## src/rtl/blockram_request_controller.sv

```systemverilog
// -----------------------------------------------------------------------------
// blockram_request_controller
//
// Front-end for one port of a dual-port block RAM. It accepts read and
// byte-masked write requests over a valid/ready handshake. It drives the RAM
// port combinationally from the accepted request. Read data returns one cycle
// after issue and is buffered, together with its tag, in a small response FIFO.
//
// Reads are admitted on credit. A read is only issued when a FIFO slot is
// guaranteed for its data. The RAM cannot be stalled, so this credit check is
// what keeps read data from being lost under response backpressure.
//
// Handshake semantics (both request and response sides):
//   A transfer happens on a rising clock edge where valid & ready are both high.
//   - request_ready_out depends only on registered state and reset_in.
//   - response_valid_out depends only on registered state and reset_in.
//   - The head fields (entry / entry_valid / tag) are meaningful only while
//     response_valid_out is high.
//
// Ports:
//   clk_in, reset_in            clock, synchronous active-high reset
//   request_*                   request channel (write_en == 0 means read)
//   ram_*_out                   RAM port drive (access enable, mask, addr, data)
//   ram_read_entry_in/valid_in  RAM read data and per-set valid bit, 1-cycle latency
//   response_*                  response channel, FIFO head
//   outstanding_count_out       buffered responses plus the read in flight
// -----------------------------------------------------------------------------
module blockram_request_controller #(
  parameter int SINGLE_ENTRY_WIDTH_IN_BITS = 64,
  parameter int NUM_SET                    = 64,
  parameter int SET_PTR_WIDTH_IN_BITS      = $clog2(NUM_SET),
  parameter int WRITE_MASK_LEN             = SINGLE_ENTRY_WIDTH_IN_BITS / 8,
  parameter int TAG_WIDTH_IN_BITS          = 4,
  parameter int RESP_FIFO_DEPTH            = 4,
  localparam int CNT_W                     = $clog2(RESP_FIFO_DEPTH + 1)
) (
  input  logic                                  clk_in,
  input  logic                                  reset_in,
  // request channel
  input  logic                                  request_valid_in,
  output logic                                  request_ready_out,
  input  logic [SET_PTR_WIDTH_IN_BITS-1:0]      request_set_addr_in,
  input  logic [WRITE_MASK_LEN-1:0]             request_write_en_in,
  input  logic [SINGLE_ENTRY_WIDTH_IN_BITS-1:0] request_write_entry_in,
  input  logic [TAG_WIDTH_IN_BITS-1:0]          request_tag_in,
  // RAM port
  output logic                                  ram_access_en_out,
  output logic [WRITE_MASK_LEN-1:0]             ram_write_en_out,
  output logic [SET_PTR_WIDTH_IN_BITS-1:0]      ram_access_set_addr_out,
  output logic [SINGLE_ENTRY_WIDTH_IN_BITS-1:0] ram_write_entry_out,
  input  logic [SINGLE_ENTRY_WIDTH_IN_BITS-1:0] ram_read_entry_in,
  input  logic                                  ram_read_valid_in,
  // response channel
  output logic                                  response_valid_out,
  input  logic                                  response_ready_in,
  output logic [SINGLE_ENTRY_WIDTH_IN_BITS-1:0] response_entry_out,
  output logic                                  response_entry_valid_out,
  output logic [TAG_WIDTH_IN_BITS-1:0]          response_tag_out,
  output logic [CNT_W-1:0]                      outstanding_count_out
);

  localparam int PTR_W = $clog2(RESP_FIFO_DEPTH);

  // read in flight: issued last cycle, data on ram_read_* this cycle
  logic                                  r_pending_read;
  logic [TAG_WIDTH_IN_BITS-1:0]          r_pending_tag;

  // response FIFO storage and bookkeeping
  logic [SINGLE_ENTRY_WIDTH_IN_BITS-1:0] r_fifo_entry [RESP_FIFO_DEPTH];
  logic                                  r_fifo_ev    [RESP_FIFO_DEPTH];
  logic [TAG_WIDTH_IN_BITS-1:0]          r_fifo_tag   [RESP_FIFO_DEPTH];
  logic [PTR_W-1:0]                      r_wr_ptr;
  logic [PTR_W-1:0]                      r_rd_ptr;
  logic [CNT_W-1:0]                      r_fifo_count;

  logic [CNT_W-1:0]                      w_outstanding;
  logic                                  w_ready;
  logic                                  w_accept;
  logic                                  w_read_accept;
  logic                                  w_fifo_empty;
  logic                                  w_push;
  logic                                  w_pop;

  // Credits: every buffered entry plus the read in flight holds a slot.
  // The credit invariant keeps this sum <= RESP_FIFO_DEPTH, so CNT_W bits suffice.
  assign w_outstanding = r_fifo_count + CNT_W'(r_pending_read);
  assign w_ready       = ~reset_in & (w_outstanding < CNT_W'(RESP_FIFO_DEPTH));
  assign w_accept      = request_valid_in & w_ready;
  assign w_read_accept = w_accept & (request_write_en_in == '0);

  assign w_fifo_empty  = (r_fifo_count == '0);
  // The data of the in-flight read is captured unconditionally; the credit
  // check at issue time guarantees a free slot for it.
  assign w_push        = r_pending_read;
  assign w_pop         = ~reset_in & ~w_fifo_empty & response_ready_in;

  // request side and RAM drive
  assign request_ready_out       = w_ready;
  assign ram_access_en_out       = w_accept;
  assign ram_write_en_out        = w_accept ? request_write_en_in : '0;
  assign ram_access_set_addr_out = request_set_addr_in;
  assign ram_write_entry_out     = request_write_entry_in;

  // response side: the head comes straight from storage
  assign response_valid_out       = ~reset_in & ~w_fifo_empty;
  assign response_entry_out       = r_fifo_entry[r_rd_ptr];
  assign response_entry_valid_out = r_fifo_ev[r_rd_ptr];
  assign response_tag_out         = r_fifo_tag[r_rd_ptr];
  assign outstanding_count_out    = reset_in ? '0 : w_outstanding;

  // Bookkeeping. Clearing r_pending_read in reset drops an in-flight read,
  // and also discards RAM data that arrives in the first cycle after reset.
  always_ff @(posedge clk_in) begin
    if (reset_in) begin
      r_pending_read <= 1'b0;
      r_pending_tag  <= '0;
      r_wr_ptr       <= '0;
      r_rd_ptr       <= '0;
      r_fifo_count   <= '0;
    end else begin
      r_pending_read <= w_read_accept;
      if (w_read_accept) begin
        r_pending_tag <= request_tag_in;
      end
      // The pointers wrap naturally because the depth is a power of 2.
      if (w_push) begin
        r_wr_ptr <= r_wr_ptr + PTR_W'(1);
      end
      if (w_pop) begin
        r_rd_ptr <= r_rd_ptr + PTR_W'(1);
      end
      case ({w_push, w_pop})
        2'b10:   r_fifo_count <= r_fifo_count + CNT_W'(1);
        2'b01:   r_fifo_count <= r_fifo_count - CNT_W'(1);
        default: r_fifo_count <= r_fifo_count;
      endcase
    end
  end

  // FIFO storage needs no reset; entries are only observed once counted.
  always_ff @(posedge clk_in) begin
    if (!reset_in && w_push) begin
      r_fifo_entry[r_wr_ptr] <= ram_read_entry_in;
      r_fifo_ev[r_wr_ptr]    <= ram_read_valid_in;
      r_fifo_tag[r_wr_ptr]   <= r_pending_tag;
    end
  end

endmodule

```

## config.mk

```make
export PLATFORM = sky130hd
export DESIGN_NAME = blockram_request_controller
export DESIGN_NICKNAME = d
export VERILOG_FILES = /design/src/rtl/blockram_request_controller.sv
export SDC_FILE = /design/constraint.sdc
export NUM_CORES = 1
export LEC_CHECK = 0
export CAP_MARGIN = 25
export CORE_ASPECT_RATIO = 2
export CORE_MARGIN = 5
export CORE_UTILIZATION = 40
export CTS_CLUSTER_SIZE = 24
export DETAILED_ROUTE_END_ITERATION = 8
export GPL_TIMING_DRIVEN = 0
export PLACE_DENSITY = 0.76
export SLEW_MARGIN = 10
export SYNTH_ARGS = -nofsm -noshare
export SYNTH_HDL_FRONTEND = slang
export SYNTH_SLANG_ARGS = --single-unit
```

## constraint.sdc

```tcl
create_clock -name clk_in -period 2.4 [get_ports clk_in]
set_input_delay 0.36 -clock clk_in [delete_from_list [all_inputs] [get_ports clk_in]]
set_output_delay 0.36 -clock clk_in [all_outputs]
set_load 0.05 [all_outputs]
```

======== Word-level counts from Yosys, hierarchy flattened ========
Memories as Yosys holds them, arrays and structs flattened. A register that Yosys moved wholly into a read port is not among the register bits.
Cells that the tools add are included.
operators by class
  add/subtract/negate cells ............... 5
  order comparisons ....................... 1
  equal/unequal tests ..................... 2
  muxes and demuxes ....................... 11
  bitwise gates (word level) .............. 7
  reduce and logical (&&, ||, !) cells .... 5
operators by type and width
  cell                                                number
  2-to-1 mux 2 bit                                    6
  zero test 8 bit                                     1
  2-to-1 mux 8 bit                                    1
  one-hot mux 3 bit (2 select lines)                  1
  AND 1 bit                                           5
  adder 2 x 1 -> 2 bit (second input constant)        2
  adder 3 x 1 -> 3 bit                                1
  adder 3 x 1 -> 3 bit (second input constant)        1
  zero test 3 bit                                     1
  less-than comparator 3 bit (second input constant)  1
  2-to-1 mux 3 bit                                    1
  subtractor 3 x 1 -> 3 bit (second input constant)   1
  == test 2 x 1 -> 1 bit (second input constant)      1
  == test 2 bit (second input constant)               1
  2-to-1 mux 1 bit                                    2
  inverter 1 bit                                      2
  nonzero test 2 bit                                  1
  logical AND 1 bit                                   1
  zero test 1 bit                                     1
word-level totals
  flip-flop bits (word level) ............. 12
  bits in writable memories ............... 276
  input bits .............................. 151
  output and inout port bits .............. 153
  logic and storage cells ................. 39
  memories ................................ 3
memories
  name          depth  bits a word  rd ports  clocked after memory_dff  write ports  RTL line  text
  r_fifo_entry  4      64           1         1                         1            69        logic [SINGLE_ENTRY_WIDTH_IN_BITS-1:0] r_fifo_entry [RESP_FIFO_DEPTH];
  r_fifo_tag    4      4            1         1                         1            71        logic [TAG_WIDTH_IN_BITS-1:0] r_fifo_tag [RESP_FIFO_DEPTH];
  r_fifo_ev     4      1            1         1                         1            70        logic r_fifo_ev [RESP_FIFO_DEPTH];

======== Longest topological paths before layout ========
Gate-level depths: netlist of run 1.
  depth in word-level cells ............... 6
  gate-level depth with buffers ........... 8
  gate-level depth less buffers ........... 8

======== Worst setup path after synthesis of run 1 ========
OpenSTA, ideal clock, no wires.
  path kind ............................... register to register
  from .................................... register r_wr_ptr[0]
  to ...................................... memory r_fifo_entry[2][0] (enable)
  setup time .............................. 435 ps
  data arrival time ....................... 2200 ps
  data required time ...................... 1965 ps
  setup slack ............................. -235 ps
  stages on the path, launching flop included .. 4
  path buffers ............................ 0
  period minus slack after synthesis ...... 2635 ps
  cell sequence ........................... dfxtp_1 -> inv_1 -> ha_1 -> and3_1
RTL lines
  what                    RTL line  text
  from (decl)             72        logic [PTR_W-1:0] r_wr_ptr;
  from (signal assigned)  127       r_wr_ptr <= r_wr_ptr + PTR_W'(1);
  to (decl)               69
Straight into the memory's write port.

==> results.toml, run 1 <==
[outcome]
run_status = "finished clean"

[synthesis]
ys.flop_type = "edfxtp_1"
simple_gate_fraction_of_synth_area_pct = 2.02
mapped_area_um2 = 11300
count_of_different_cell_masters_after_synthesis = 27
synth-compound-area-share_pct = 0.222
yosysWarningCount = 0
synth_top_family_by_area = "multiplexers"
synth_edf_count = 276
synth_adder_area_share_pct = 0.954
synth_xor_area_share_pct = 0.311
post_synth_mux_area_share_pct = 14.4
postSynth.asyncResetShare_pct = 0
synth_seq_area_share_pct = 76.0
synth-seq-cells = 290
syn_inst = 522
synth_fp_nets = 681
avgSynthCellArea_um2 = 21.6

[worst_setup_path]
ordered_list_of_cells_on_the_worst_path = "buf_12, buf_16, buf_12, mux4_2, buf_6"
rr_worst_depth = 8
worst_path_largest_cell_delay_ns = 0.51
cp_data_required_time_ns = 2.04
critical_path.reg2reg.endpoint = "r_fifo_count[2]"
regToRegSetupSlack_ns = 0.17
critical_path.top_delay_family = "buffers and inverters"
timing.critical_path.from_type = "flip-flop"
worst_path_most_repeated_cell = "buf_12"
rr_startpoint = "r_fifo_count[1]"
cp.arrival_ns = 1.97
criticalPathCategory = "flip-flop to primary output"
worst-path-max-fanout = 7
critPathSlowestCell = "mux4_2"
critPathBufInv = 4
endpoint_kind = "primary output"

[route]
initialDrtViolationCount = 198
route.vias.total = 5722
route.antenna.remaining_nets = 0
routed_wl_mm = 24.7
routedWlPerCell_um = 21.2
drt_drc_violations_left = 0
drtPass1Iterations = 4
route.detailed.vias_per_inst = 4.91

[finish]
most_frequent_standard_cell_in_the_layout_excluding_fill_and_tap_cells = "edfxtp_1"
final_cell_mix = "276 x edfxtp_1, 150 x clkdlybuf4s50_1, 83 x buf_4"
drive_above_1_share_pct = 36.8
final_area_um2 = 14900
flow.area_growth_from_synthesis_pct = 31.7
instances_no_fill = 1165
final_net_count = 949

[clock_network]
cts_root_buf = "clkbuf_16"
cts-htree-levels = 1
cts-hold-fix-buffers = 0
worst_setup_hold_path_clk_slew_ns = 0.07
cts_inserted_buffers = 25
cts_tree = "yes"
worst_skew_pair.late_latency_ns = 0.51
cts_buffer_depth = 3
clock_sinks = 290

[die]
die_area_um2 = 31900
floorplan.rows = 87
initial_util_pct = 40.2
io-pin-count = 304
die_y_um = 247
die_x_um = 129
core_region_area_um2 = 28100

[pwr]
power.static_leakage_nw = 4.98
max-vdd-ir-drop_mv = 0.536
power_density_nw_per_um2 = 675
finalPower_mw = 10.0

[placed_design]
numPortBuffers = 233
post-place-cells = 1115
detailedPlace.worstSlack_ns = -0.445
dpl-instance-area_um2 = 14200
dp_wirelength_mm = 17.6
finalWeightedCongestion = 0.699

[timing]
finalWorstSetupSlack_ns = 0.0671
finalClockSkew_ns = 0.0113
setup_viol = 0
period_utilization_pct = 97.2
timing_max_transition_violations_final = 0
timing.slew.headroom_pct = 62.8
timing.fmax_mhz = 429
timing_hold_violations_final = 0
min_period_ns = 2.33
whs_ns = 0.422
timing_worst_slew_pin_value_ns = 0.556
rsz_0062_raised_after_global_routing = "yes"

[min_path]
hold_path_startpoint = "request_tag_in[2]"
timing.hold.worst_endpoint = "r_pending_tag[2]"
hold_path_depth = 3
hold_path_class = "primary input to flip-flop"

[job]
timing.max_cap.violations = 0

[global_route]
grt_max_degree = 48
grt_antenna_before_repair = 5
via_count_of_the_first_global_routing_pass = 6439
globalRouteTotalUtil_pct = 15.4
grt_first_pass_wirelength_mm = 36.8
gr_overflow_total = 0
==> kinds of logic (layout without fill, tap and decap cells) <==
| kind of cell | count (synthesis) | in the layout |
|---|---|---|
| adder cells (fa/ha/maj) | 8 | 8 |
| XOR/XNOR | 4 | 4 |
| buffers and inverters | 97 | 380 |
| other | 0 | 3 |
| flip-flops | 290 | 290 |
| AO/OA/AOI/OAI | 5 | 5 |
| AND/OR/NAND/NOR | 42 | 43 |
| multiplexers | 76 | 76 |
==> metal layers <==
layer  vias to the layer above  part of all wire (%)  GRT usage (%)
met5                         -                  0.17              0
met2                       273                    58           30.4
met1                      2842                    32           15.5
met3                        41                   6.6           3.21
li1                       2560                     -              -
met4                         6                   2.9           5.50
==> where the power goes <==
group	switching (mW)	internal (mW)
sequential	0.000254	5.52
clock	1.68	2.15
combinational	0.377	0.305
==> state kept, by name (all words and copies together) (netlist names), named ones only <==
signal / count
r_fifo_tag: 16
r_fifo_entry: 256
r_rd_ptr: 2
r_pending_read: 1
r_fifo_ev: 4
r_wr_ptr: 2
r_fifo_count: 3
r_pending_tag: 4
==> worst register-to-register path, delay by kind of cell, from the launching register on <==
kind | cells | cell delay [ns]
flip-flops | 1 | 0.44
buffers and inverters | 1 | 0.06
AO/OA/AOI/OAI | 1 | 0.18
AND/OR/NAND/NOR | 3 | 0.70
XOR/XNOR | 1 | 0.16
adder cells (fa/ha/maj) | 2 | 0.61
==> cells in the mapped netlist, types with 3 or more instances <==
cell	number	share of area [%]
nand2_1	9	0.30
nor2_1	7	0.23
buf_4	76	5.1
mux2i_1	7	0.62
mux4_2	69	14
and2_1	9	0.50
a21oi_1	3	0.13
ha_1	7	0.78
clkbuf_1	8	0.27
inv_1	7	0.23
and3_1	5	0.28
xor2_1	3	0.23
buf_2	3	0.13
dfxtp_1	14	2.5
nor2b_1	4	0.22
edfxtp_1	276	73
==> worst max path at each step <==
stage,startpoint,end,slack (ns),cells past startpoint
5_1_grt,flip-flop,response_entry_out[33],-0.03,4
2_1_floorplan,r_wr_ptr[0],r_fifo_entry[1][0],-0.22,2
3_5_place_dp,reset_in,outstanding_count_out[2],-0.44,5
4_1_cts,flip-flop,response_entry_out[18],-0.16,4
6_report,flip-flop,response_entry_out[54],0.07,5
3_3_place_gp,reset_in,r_fifo_entry[3][31],-2.17,3
==> area by class of cell <==
| type | count | area (um2) |
|---|---|---|
| plain buffers | 88 | 713 |
| inverters | 7 | 26.3 |
| multi-input cells | 136 | 2100 |
| clock inverters | 13 | 133 |
| flip-flops and latches | 290 | 8580 |
| repair buffers | 242 | 2210 |
| well taps | 356 | 445 |
| diodes | 3 | 7.51 |
| clock buffers | 30 | 644 |
| fillers | 2209 | 13200 |
==> stage by stage <==
stage	util, %	setup TNS [ns]
2_1_floorplan	-	-29.85
3_3_place_gp	50.1	-408.15
3_5_place_dp	50.5	-17.07
4_1_cts	53.5	-3.82
5_1_grt	52.9	-0.194
6_report	52.9	0
==> timing repair <==
action	CTS	global route
gates resized for setup	361	113
buffers inserted	1	2
cloned	3	0
endpoints found under the setup margin	84	67
pin swaps	1	1
(Power assumes the default switching activity.)
==> run 2, diff against run 1 <==
--- a/config.mk
+++ b/config.mk
@@ -14,4 +14,5 @@
 export GPL_TIMING_DRIVEN = 0
 export PLACE_DENSITY = 0.76
+export SETUP_SLACK_MARGIN = 0.02
 export SLEW_MARGIN = 10
 export SYNTH_ARGS = -nofsm -noshare
==> constraint.sdc (replaced) <==
create_clock -name clk_in -period 2.4 [get_ports clk_in]
set_input_delay 0.36 -clock clk_in [delete_from_list [all_inputs] [get_ports clk_in]]
set_output_delay 0.36 -clock clk_in [all_outputs]
set_load 0.005 [all_outputs]
==> run 2 against run 1 <==
  * The run now ends with negative setup slack left
  * Sequential share of layout area fell by 1.5 points
  * First-iteration DRC count grew 61%
  * Final cell count rose by 2.0%
  * Combinational power decreased by 33%
  * Register-to-register slack hardly changed
  * Global-route usage is 0.52 points higher
  * Critical path depth up 4
  * Clock power rose by 8.1%
  * Total power is 0.82% higher
  * Via count up 1.9%
  * Critical path type unchanged
  * Critical endpoint is now ram_write_en_out[2]
  * Highest routed layer is now met4
==> results.toml, run 2 (synthesis results as in run 1) <==
[pwr]
max-vdd-ir-drop_mv = 0.411
seqPwrFrac_pct = 54.6
power.static_leakage_nw = 5.16
power_frac_clock_pct = 40.9
power.net_switching_mw = 1.85
power_density_nw_per_um2 = 662
cellInternalPower_mw = 8.27
power.share.switching_pct = 18.3
p_comb_share_pct = 4.5

[global_route]
gr_overflow_total = 0
grt_max_degree = 48
grt_first_pass_wirelength_mm = 38.0
via_count_of_the_first_global_routing_pass = 6671
grt_antenna_before_repair = 4
globalRouteTotalUtil_pct = 15.9

[placed_design]
dp_wirelength_mm = 17.7
numPortBuffers = 233
finalWeightedCongestion = 0.747

[worst_setup_path]
critPathBufInv = 4
critical_path_cell_count = 9
worst_path_largest_cell_delay_ns = 0.36
critPathSlowestCell = "dfxtp_4"
rr_worst_depth = 8
worst-path-max-fanout = 3
cp.arrival_ns = 2.06
regToRegSetupSlack_ns = 0.17
endpoint_kind = "primary output"
timing.critical_path.from_type = "flip-flop"
cp_data_required_time_ns = 2.04
criticalPathCategory = "flip-flop to primary output"
critical_path.top_delay_family = "buffers and inverters"
ordered_list_of_cells_on_the_worst_path = "ha_4, ha_4, xor2_4, nor2b_2, buf_6, buf_6, buf_6, and2_4, buf_6"
worst_path_most_repeated_cell = "buf_6"

[finish]
final_cell_mix = "276 x edfxtp_1, 153 x clkdlybuf4s50_1, 83 x buf_4"
largest_register = "r_fifo_entry"
biggestRegsByFlops = "r_fifo_entry: 256 flops, r_fifo_tag: 16 flops"
finalCoreUtilization_pct = 54.4
drive_above_1_share_pct = 35.9
flow.area_growth_from_synthesis_pct = 35.4
most_frequent_standard_cell_in_the_layout_excluding_fill_and_tap_cells = "edfxtp_1"
final_net_count = 971
flip_flop_count_of_the_largest_register_all_copies_and_words_added = 256

[clock_network]
cts-htree-levels = 1
cts-hold-fix-buffers = 0
worst_setup_hold_path_clk_slew_ns = 0.07
worst_skew_pair.late_latency_ns = 0.52
cts_root_buf = "clkbuf_16"
clock_sinks = 290
cts_inserted_buffers = 24
cts_buffer_depth = 3
cts_tree = "yes"

[timing]
min_period_ns = 2.42
period_utilization_pct = 101
finalWorstSetupSlack_ns = -0.0229
finalClockSkew_ns = 0.0156
timing.slew.headroom_pct = 65.3
timing_max_transition_violations_final = 0
setup_viol = 2
timing.fmax_mhz = 413
timing_worst_slew_pin_value_ns = 0.521
setup_tns_ns = -0.0390
rsz_0062_raised_after_global_routing = "yes"
timing_hold_violations_final = 0

[job]
timing.max_cap.violations = 0

[route]
route.antenna.remaining_nets = 0
drtPass1Iterations = 4
initialDrtViolationCount = 319
route.detailed.vias_per_inst = 4.91
route.vias.total = 5832
routedWlPerCell_um = 21.7
drt_drc_violations_left = 0
routed_wl_mm = 25.8

[die]
die_x_um = 129
initial_util_pct = 40.2
floorplan.rows = 87
core_region_area_um2 = 28100
die_area_um2 = 31900
die_y_um = 247
io-pin-count = 304

[outcome]
violated_checks = "negative setup slack"
run_status = "finished, violations left"

[min_path]
hold_path_class = "primary input to flip-flop"
hold_path_depth = 3
run 2: cell types whose count changed in the layout (fill, tap and decap cells not counted), sizes merged, moves of 2 or more:
| cell | delta |
|---|---|
| buf | -6 |
| bufinv | +2 |
| clkbuf | +5 |
| clkdlybuf4s15 | +5 |
| clkdlybuf4s50 | +3 |
| clkinv | -2 |
| dlygate4sd2 | +17 |
run 2: power by group through the flow:
stage	Sequential, mW	Combinational (mW)	Clock (mW)
3_5_place_dp	5.64	0.447	0
6_report	5.52	0.457	4.13
3_3_place_gp	5.64	0.435	0
2_1_floorplan	5.64	0.114	0
5_1_grt	5.52	0.486	4.46
4_1_cts	5.52	0.458	4.24
run 2: worst paths after layout:
kind                     start                  end
max             r_pending_read  ram_write_en_out[2]
min          request_tag_in[3]     r_pending_tag[3]
max reg2reg    r_fifo_count[1]      r_fifo_count[2]
min reg2reg        r_rd_ptr[0]          r_rd_ptr[0]
run 2: per-layer routing:
layer  GRT usage (%)  wire length, um  vias to the layer above
met1            16.4             8560                     2928
li1                -                -                     2605
met2            31.4            15100                      268
met4            5.94              723                        0
met5               0                0                        -
met3            2.50             1370                       31
run 2: repair_timing:
item	CTS	global route
endpoints found under the setup margin	82	41
buffers inserted	24	3
cloned	3	0
resized for setup	296	22
pin swaps	6	3
run 2: area by class of cell:
type,count,area [um2]
fillers,2195,12800
well taps,356,445
clock inverters,13,173
repair buffers,265,2510
diodes,3,7.51
multi-input cells,135,2100
inverters,7,26.3
clock buffers,30,674
flip-flops and latches,290,8580
plain buffers,89,753
run 2: per-stage QoR:
stage	std cells	instance area (um2)	setup slack (ns)	power, mW	hold slack (ns)
2_1_floorplan	522	11300	-0.216	5.75	0.456
3_3_place_gp	1111	14100	-2.05	6.07	0.467
3_5_place_dp	1115	14200	-0.368	6.08	0.479
4_1_cts	1185	15300	-0.0950	10.2	0.364
5_1_grt	1188	15300	-0.0950	10.5	0.389
6_report	1188	15300	-0.0229	10.1	0.395
run 2: tightest hold or removal path, cell delays in order:
cell	delay, ns
clkdlybuf4s50_1	0.40
nand2_1	0.06
mux2i_1	0.06
==> run 3, diff against run 2 <==
Settings changed: CTS_CLUSTER_DIAMETER set to 40.
==> run 3 against run 2 <==
  * The flow still finishes with violations (negative setup slack)
  * Total power is 8.9% lower
  * Final cell count is 0.84% lower
  * Via count hardly changed
  * First-iteration DRC count is 3.1% lower
  * Utilization is 0.56 points lower
  * Clock skew hardly changed
  * Routed wire length is 1.1% lower
  * Highest routed layer unchanged
  * Clock-buffer cell count is 9 lower
  * Design area is 1.0% lower
  * Critical path depth stayed put
  * Register-to-register slack worse by 0.08 ns
  * Global-route usage is 0.39 points lower
==> results.toml, run 3 (synthesis results as in run 1) <==
[timing]
timing_worst_slew_pin_value_ns = 0.514
finalWorstSetupSlack_ns = -0.00278
finalClockSkew_ns = 0.0154
setup_viol = 1
timing.slew.headroom_pct = 65.7
min_period_ns = 2.40
timing_hold_violations_final = 0
timing_max_transition_violations_final = 0
period_utilization_pct = 100
rsz_0062_raised_after_global_routing = "yes"
timing.fmax_mhz = 416

[min_path]
hold_path_class = "primary input to flip-flop"

[route]
drtPass1Iterations = 4
routedWlPerCell_um = 21.6
route.antenna.remaining_nets = 0
route.detailed.vias_per_inst = 4.95
route.vias.total = 5828
routed_wl_mm = 25.5
drt_drc_violations_left = 0
initialDrtViolationCount = 309

[die]
floorplan.rows = 87
initial_util_pct = 40.2
die_x_um = 129
die_y_um = 247
core_region_area_um2 = 28100
io-pin-count = 304
die_area_um2 = 31900

[worst_setup_path]
criticalPathCategory = "flip-flop to primary output"
cp_data_required_time_ns = 2.04
worst-path-max-fanout = 4
endpoint_kind = "primary output"
rr_worst_depth = 9
worst_setup_path_startpoint = "r_pending_read"
timing.critical_path.to = "ram_write_en_out[2]"
timing.critical_path.from_type = "flip-flop"
regToRegSetupSlack_ns = 0.09
cp.arrival_ns = 2.04
critical_path.reg2reg.endpoint = "r_fifo_count[2]"
rr_startpoint = "r_fifo_count[0]"

[outcome]
violated_checks = "negative setup slack"
run_status = "finished, violations left"

[clock_network]
worst_setup_hold_path_clk_slew_ns = 0.08
cts-hold-fix-buffers = 0
clock_sinks = 290
cts_root_buf = "clkbuf_16"
cts_buffer_depth = 3
cts_tree = "yes"
cts_inserted_buffers = 19
worst_skew_pair.late_latency_ns = 0.50
cts-htree-levels = 1

[finish]
final_area_um2 = 15100
flip_flop_count_of_the_largest_register_all_copies_and_words_added = 256
drive_above_1_share_pct = 35.3
final_net_count = 965
flow.area_growth_from_synthesis_pct = 34.0
largest_register = "r_fifo_entry"
final_cell_mix = "276 x edfxtp_1, 153 x clkdlybuf4s50_1, 79 x buf_4"
instances_no_fill = 1178
most_frequent_standard_cell_in_the_layout_excluding_fill_and_tap_cells = "edfxtp_1"
biggestRegsByFlops = "r_fifo_entry: 256 flops, r_fifo_tag: 16 flops"

[job]
timing.max_cap.violations = 0

[global_route]
grt_antenna_before_repair = 5
gr_overflow_total = 0
grt_max_degree = 48
globalRouteTotalUtil_pct = 15.5
via_count_of_the_first_global_routing_pass = 6570
grt_first_pass_wirelength_mm = 37.1

[pwr]
power_density_nw_per_um2 = 609
finalPower_mw = 9.21
power.static_leakage_nw = 5.08
max-vdd-ir-drop_mv = 0.449

[placed_design]
finalWeightedCongestion = 0.747
detailedPlace.worstSlack_ns = -0.368
dp_wirelength_mm = 17.7
numPortBuffers = 233
post-place-cells = 1115
dpl-instance-area_um2 = 14200
==> run 3: timing repair <==
item,CTS,global route
pin swaps,3,6
setup endpoints to repair,82,49
resized for setup,254,63
gates cloned,2,1
setup buffers,24,0
==> run 3: layer usage <==
metal | up-vias | global-route usage [%] | wire length [um]
li1 | 2590 | - | -
met4 | 0 | 5.88 | 811
met1 | 2943 | 16.0 | 8430
met3 | 40 | 2.37 | 1370
met2 | 255 | 30.7 | 14900
met5 | - | 0 | 0
==> run 3: worst min path at each step <==
stage	startpoint	to	slack, ns	cells after the start
2_1_floorplan	r_rd_ptr[0]	flip-flop	0.46	1
4_1_cts	request_tag_in[3]	r_pending_tag[3]	0.40	3
5_1_grt	request_tag_in[3]	r_pending_tag[3]	0.42	3
3_3_place_gp	r_rd_ptr[0]	r_rd_ptr[0]	0.47	1
3_5_place_dp	r_rd_ptr[0]	flip-flop	0.48	1
6_report	request_tag_in[3]	r_pending_tag[3]	0.43	3
==> run 3: area by class of cell <==
| type | instances | area [um2] |
|---|---|---|
| Antenna cell | 4 | 10.0 |
| Clock inverter | 12 | 119 |
| Clock buffer | 21 | 483 |
| Multi-Input combinational cell | 135 | 2110 |
| Sequential cell | 290 | 8580 |
| Inverter | 7 | 26.3 |
| Tap cell | 356 | 445 |
| Fill cell | 2207 | 13000 |
| Buffer | 89 | 749 |
| Timing Repair Buffer | 264 | 2600 |
==> run 3: worst max-delay path: stages, from the launching register on <==
cell and delay (ns):
dfxtp_4 0.36, ha_4 0.16, ha_4 0.17, xor2_4 0.20
nor2b_2 0.08, buf_2 0.15, buf_6 0.11, buf_6 0.10
and2_4 0.12, buf_6 0.11
==> run 3: power breakdown <==
part	internal (mW)	switching, mW
Sequential	5.52	0.000285
Combinational	0.319	0.141
Clock	1.54	1.70
Total	7.37	1.84
==> run 3: metrics by stage <==
| step | TNS (ns) | util, % | hold slack [ns] |
|---|---|---|---|
| final | -0.00278 | 53.8 | 0.425 |
| after global routing | -0.313 | 53.8 | 0.419 |
| after CTS | -0.177 | 53.6 | 0.403 |
| after detailed placement | -1.47 | 50.5 | 0.479 |
| after global placement | -367.88 | 50.1 | 0.467 |
| after floorplan | -29.85 | - | 0.456 |
